<file path="config.mk">
export PLATFORM = sky130hd
export DESIGN_NAME = jk_cmd_sequencer
export DESIGN_NICKNAME = d
export VERILOG_FILES = /design/src/rtl/jk_pkg.sv /design/src/rtl/jk_cmd_fifo.sv /design/src/rtl/jk_cmd_sequencer.sv
export SDC_FILE = /design/constraint.sdc
export NUM_CORES = 1
export LEC_CHECK = 0
export BUFFER_PORTS_ARGS = -buffer_cell sky130_fd_sc_hd__buf_4
export CAP_MARGIN = 25
export CORE_UTILIZATION = 62
export DETAILED_ROUTE_END_ITERATION = 7
export HOLD_SLACK_MARGIN = 0.15
export PLACE_DENSITY = 0.83
export SLEW_MARGIN = 20
export SYNTH_ARGS = -nofsm -noshare
export SYNTH_HDL_FRONTEND = slang
export SYNTH_HIERARCHICAL = 1
export SYNTH_SLANG_ARGS = --single-unit
export TNS_END_PERCENT = 30
</file>
<file path="constraint.sdc">
create_clock -name clk -period 6.37 [get_ports clk]
set_input_delay 0.637 -clock clk [delete_from_list [all_inputs] [get_ports clk]]
set_output_delay 0.637 -clock clk [all_outputs]
set_load 0.01 [all_outputs]
</file>
<file path="src/rtl/jk_pkg.sv">
// Shared encodings for the JK command sequencer: JK drive codes and FSM states.
package jk_pkg;
    localparam logic [1:0] JK_HOLD = 2'b00;
    localparam logic [1:0] JK_CLR  = 2'b01;
    localparam logic [1:0] JK_SET  = 2'b10;
    localparam logic [1:0] JK_TGL  = 2'b11;

    typedef enum logic {
        IDLE  = 1'b0,
        ISSUE = 1'b1
    } seq_state_e;
endpackage

</file>
<file path="src/rtl/jk_cmd_fifo.sv">
// Synchronous command FIFO; wrapping pointers plus an occupancy count.
import jk_pkg::*;

module jk_cmd_fifo #(
    parameter int DEPTH = 4,
    parameter int W     = 6
) (
    input  logic                       clk,
    input  logic                       rst_n,
    input  logic                       push,
    input  logic [W-1:0]               wdata,
    input  logic                       pop,
    output logic [W-1:0]               rdata,
    output logic                       full,
    output logic                       empty,
    output logic [$clog2(DEPTH):0]     count
);
    localparam int AW = $clog2(DEPTH);

    logic [W-1:0]  mem [DEPTH];
    logic [AW-1:0] wptr, rptr;
    logic          do_push, do_pop;

    assign full    = (count == (AW+1)'(DEPTH));
    assign empty   = (count == '0);
    assign do_push = push && !full;
    assign do_pop  = pop && !empty;
    assign rdata   = mem[rptr];

    always_ff @(posedge clk) begin
        if (do_push) mem[wptr] <= wdata;
    end

    // DEPTH is a power of two, so pointers wrap on natural overflow.
    always_ff @(posedge clk or negedge rst_n) begin
        if (!rst_n) begin
            wptr  <= '0;
            rptr  <= '0;
            count <= '0;
        end else begin
            if (do_push) wptr <= wptr + AW'(1);
            if (do_pop)  rptr <= rptr + AW'(1);
            case ({do_push, do_pop})
                2'b10:   count <= count + (AW+1)'(1);
                2'b01:   count <= count - (AW+1)'(1);
                default: count <= count;
            endcase
        end
    end
endmodule

</file>
<file path="src/rtl/jk_cmd_sequencer.sv">
// Replays queued JK commands rpt+1 cycles each and cross-checks the flop
// against a shadow model of its Q.
import jk_pkg::*;

module jk_cmd_sequencer #(
    parameter int DEPTH = 4,
    parameter int REPW  = 4
) (
    input  logic            clk,
    input  logic            rst_n,
    input  logic            cmd_valid,
    input  logic [1:0]      cmd_op,
    input  logic [REPW-1:0] cmd_rpt,
    output logic            cmd_ready,
    output logic [1:0]      jk,
    output logic            qin,
    input  logic            q_fb,
    input  logic            clr_mismatch,
    output logic            busy,
    output logic            exp_q,
    output logic            exp_valid,
    output logic            mismatch
);
    localparam int W  = 2 + REPW;
    localparam int CW = $clog2(DEPTH) + 1;

    seq_state_e      state, state_n;
    logic [REPW-1:0] cnt, cnt_n;
    logic [1:0]      jk_n;
    logic            pop, full, empty;
    logic [W-1:0]    rdata;
    logic [CW-1:0]   count;

    jk_cmd_fifo #(.DEPTH(DEPTH), .W(W)) u_fifo (
        .clk   (clk),
        .rst_n (rst_n),
        .push  (cmd_valid),
        .wdata ({cmd_op, cmd_rpt}),
        .pop   (pop),
        .rdata (rdata),
        .full  (full),
        .empty (empty),
        .count (count)
    );

    // Ready depends only on the registered count, never on this cycle's pop.
    assign cmd_ready = !full;
    assign busy      = (count != '0) || (state == ISSUE);
    assign qin       = exp_q;

    always_comb begin
        state_n = state;
        cnt_n   = cnt;
        jk_n    = jk;
        pop     = 1'b0;
        case (state)
            IDLE: begin
                jk_n = JK_HOLD;
                if (!empty) begin
                    pop     = 1'b1;
                    jk_n    = rdata[W-1 -: 2];
                    cnt_n   = rdata[REPW-1:0];
                    state_n = ISSUE;
                end
            end
            default: begin
                if (cnt != '0) begin
                    cnt_n = cnt - REPW'(1);
                end else if (!empty) begin
                    pop   = 1'b1;
                    jk_n  = rdata[W-1 -: 2];
                    cnt_n = rdata[REPW-1:0];
                end else begin
                    jk_n    = JK_HOLD;
                    state_n = IDLE;
                end
            end
        endcase
    end

    always_ff @(posedge clk or negedge rst_n) begin
        if (!rst_n) begin
            state <= IDLE;
            cnt   <= '0;
            jk    <= JK_HOLD;
        end else begin
            state <= state_n;
            cnt   <= cnt_n;
            jk    <= jk_n;
        end
    end

    // Shadow Q follows what the flop samples this edge; toggle from an
    // unknown state stays unknown, so only 00/01/10 make it determinate.
    always_ff @(posedge clk or negedge rst_n) begin
        if (!rst_n) begin
            exp_q     <= 1'b0;
            exp_valid <= 1'b0;
            mismatch  <= 1'b0;
        end else begin
            case (jk)
                JK_HOLD: exp_q <= qin;
                JK_CLR:  exp_q <= 1'b0;
                JK_SET:  exp_q <= 1'b1;
                default: exp_q <= ~exp_q;
            endcase
            exp_valid <= exp_valid || (jk != JK_TGL);
            if (exp_valid && (q_fb != exp_q)) mismatch <= 1'b1;
            else if (clr_mismatch)            mismatch <= 1'b0;
        end
    end
endmodule
</file>
==> results.txt <==
Slew headroom: 43.7%
Most frequent cells in the layout: 24 x edfxtp_1, 18 x buf_4, 17 x dfrtp_1, 15 x inv_1, 9 x ha_1
CTS Buf Count: 5
Leak: 0.872 nW
Post-Syn Area: 1890 µm²
Routed wire length per instance: 16.2 µm
Pre-Repair DR Iteration Count: 6
Synth unique cells: 35
Status: finished with violations
RSZ-0062 raised after global routing: no
Antenna Violating Nets Remaining: 0
Final wirelength: 2930 µm
Initial Util: 66.8%
Max Cap Viol: 0
Worst hold start: clr_mismatch
Largest area contributor in the netlist: edfxtp_1
CTS tree: yes
First-pass GRT wire length: 5060 µm
Layout cells sized above 1: 28.0%
DRT iter0 DRCs: 30
Clock slew at reported path FFs: 120 ps
Final worst setup slack: 3700 ps
Area delta synth->final: 11.3%
Most common cell after layout, fill and taps aside: edfxtp_1
Violated checks: DRC
Setup WS pre-CTS: 3710 ps
Worst r2r path cells: 11
Top-area cell type share of the netlist area: 38.1%
Minimum clock period: 2670 ps
Simple-gate share of the synthesized area: 8.87%
Fin. max-slew vios: 0
CTS Sinks: 41
Flops & latches, synth: 41
Worst path arrival time: 2940 ps
Mapped Nets: 148
Layout Cells excl Fill: 181
Clock latency on the worst-skew pair: 330 ps
Largest family of logic cells by synthesized area: multiplexers
Worst-path cell chain: inv_1, ha_1, or3b_2, a21oi_1, o31a_2, ha_1, inv_1, fa_1, xor2_1, nor2_1, xor2_1
CP Data Required Time: 6640 ps
Critical path launch point type: flip-flop
Min-delay worst type: input pin to flip-flop
Compound-Gate Fraction of Synth Area: 5.10%
Area of the die: 3270 µm²
Filler cells: 173
H-Tree Depth: 2
Root buffer cell: clkbuf_4
Vias in the first global route: 1,151
Vias after detailed routing: 1,063
Crit path kind: flip-flop to flip-flop
Gpl congestion: 0.753
Worst reg2reg endpoint: u_fifo/count[2]$_DFFE_PN0P_
Fmax: 374 MHz
Crit path capture type: flip-flop
Multiplexer share of the synthesized area: 11.1%
FF-to-FF Start: cnt[0]$_DFF_PN0_
Die width: 57.2 µm
HPWL Detailed: 2170 µm
Hold buffer count at cts: 1
Cell Rows: 19
Placed Area: 2040 µm²
Post-Syn Area per Cell: 14.9 µm²
DRC Markers: 4
Count of final setup violators: 0
Placed insts: 172
Setup Skew: 17.4 ps
Initial antenna violation count: 0
# nets final: 170
ANT cells: 0
Die span in y: 57.2 µm
Power per cell area: 442 nW/µm²
Num ports: 19
Fin crit share: 41.9%
CP Max Fanout: 5
DR vias/cell: 5.87
Tightest Pin Transition: 838 ps
Overflow after GRT: 0
Yosys Warn Count: 6
Highest-delay cell along the critical path: or3b_2
Setup TNS: 0 ps
Worst reg2reg setup slack: 3700 ps
PostCTS Resize Cnt: 0
XOR/XNOR Fraction of Synth Area: 3.24%
Synth top area cells: edfxtp_1 38%, dfrtp_1 23%, mux4_2 7.1%
Final Cell Area: 2100 µm²
Largest net degree at the start of global routing: 18
Cells after synthesis: 127
WHS Path Cells: 2
Crit path largest cell delay: 490 ps
Hold Path Sink: mismatch$_DFFE_PN0P_
Post CTS Setup Buffer Count: 0
Hold Fails Final Rpt: 0
Core Region: 2830 µm²
Longest Clk Path Bufs: 2
Sequential area share after synthesis: 60.6%
I/O Buffers: 18
Total GRT Usage: 21.1%
Adder-cell area share of the yosys netlist: 7.02%
Maximum vdd ir drop: 0.000270 V
[area by class of cell]
class,count,area [µm²],share of cell area [%]
flip-flops and latches,41,1150,54.5
multi-input cells,67,668,31.8
repair buffers,19,145,6.90
inverters,15,56.3,2.68
clock buffers,7,45.0,2.14
well taps,31,38.8,1.84
clock inverters,1,3.75,0.178
[registers in the layout, summed over array words and instances (netlist names)]
| signal | count |
|---|---|
| exp_valid | 1 |
| jk | 2 |
| mismatch | 1 |
| u_fifo/rptr | 2 |
| u_fifo/wptr | 2 |
| u_fifo/count | 3 |
| state | 1 |
| exp_q | 1 |
| u_fifo/mem | 24 |
| cnt | 4 |
[per-stage QoR]
step           util [%]  total power (W)  hold slack (ps)
6_report           74.3         0.000929              489
5_1_grt            74.3         0.000995              479
4_1_cts            74.3         0.000936              474
3_5_place_dp       72.3         0.000819              486
3_3_place_gp       72.3         0.000791              472
2_1_floorplan         -         0.000717              341
[cells by family (layout without fill, tap and decap cells)]
logic type	count (synthesis)	count (layout)
adders and majority gates	10	10
DFF	41	41
xor gates and xnor gates	7	7
muxes	13	13
and+or+nand+nor	25	25
AOI/OAI and AO/OA	12	12
buffers and inverters	19	42
[critical path, delay by kind of cell, from the launching register on]
family / cells / cell delay (ps)
adder cells (fa/ha/maj): 3 / 770
AND/OR/NAND/NOR: 2 / 600
flip-flops: 1 / 430
AO/OA/AOI/OAI: 2 / 340
XOR/XNOR: 2 / 310
buffers and inverters: 2 / 150
[power by group]
| part | total (W) | internal, W | leakage, nW | switching [W] |
|---|---|---|---|---|
| clock network | 0.000118 | 0.0000425 | 0.0269 | 0.0000756 |
| logic | 0.000360 | 0.000196 | 0.431 | 0.000165 |
| registers | 0.000450 | 0.000367 | 0.415 | 0.0000830 |
[synthesized netlist by cell type (all sizes together)]
cell    number
or4          2
a211o        1
a31o         2
or3b         1
and2         4
o31ai        1
o21ai        2
fa           1
clkbuf       1
xor2         4
nand2b       1
nor2b        1
a211oi       2
nor2         2
nand2        6
ha           9
dfrtp       17
a21oi        1
xnor2        3
nor3         4
and4bb       1
mux2         1
mux4         6
nor3b        2
and3         1
inv         15
buf          3
o31a         1
a311o        2
mux2i        6
edfxtp      24
[per-layer routing]
layer / vias up / track usage (%) / share of wire [%]
li1: 502 / - / -
met1: 536 / 25.8 / 43
met2: 23 / 37.3 / 53
met3: 2 / 4.76 / 2.9
met4: 0 / 7.32 / 0.55
met5: - / 0 / 0
[worst max path at each step]
stage / start / endpoint / slack, ps / cells past startpoint
2_1_floorplan: cnt[0]$_DFF_PN0_ / u_fifo/count[2]$_DFFE_PN0P_ / 3900 / 11
3_3_place_gp: cnt[0]$_DFF_PN0_ / u_fifo/count[2]$_DFFE_PN0P_ / 3840 / 11
3_5_place_dp: cnt[0]$_DFF_PN0_ / u_fifo/count[2]$_DFFE_PN0P_ / 3710 / 11
4_1_cts: cnt[0]$_DFF_PN0_ / u_fifo/count[2]$_DFFE_PN0P_ / 3690 / 11
5_1_grt: cnt[0]$_DFF_PN0_ / u_fifo/count[2]$_DFFE_PN0P_ / 3510 / 11
6_report: cnt[0]$_DFF_PN0_ / u_fifo/count[2]$_DFFE_PN0P_ / 3700 / 11
No activity file was read; power rests on OpenSTA's default activity.
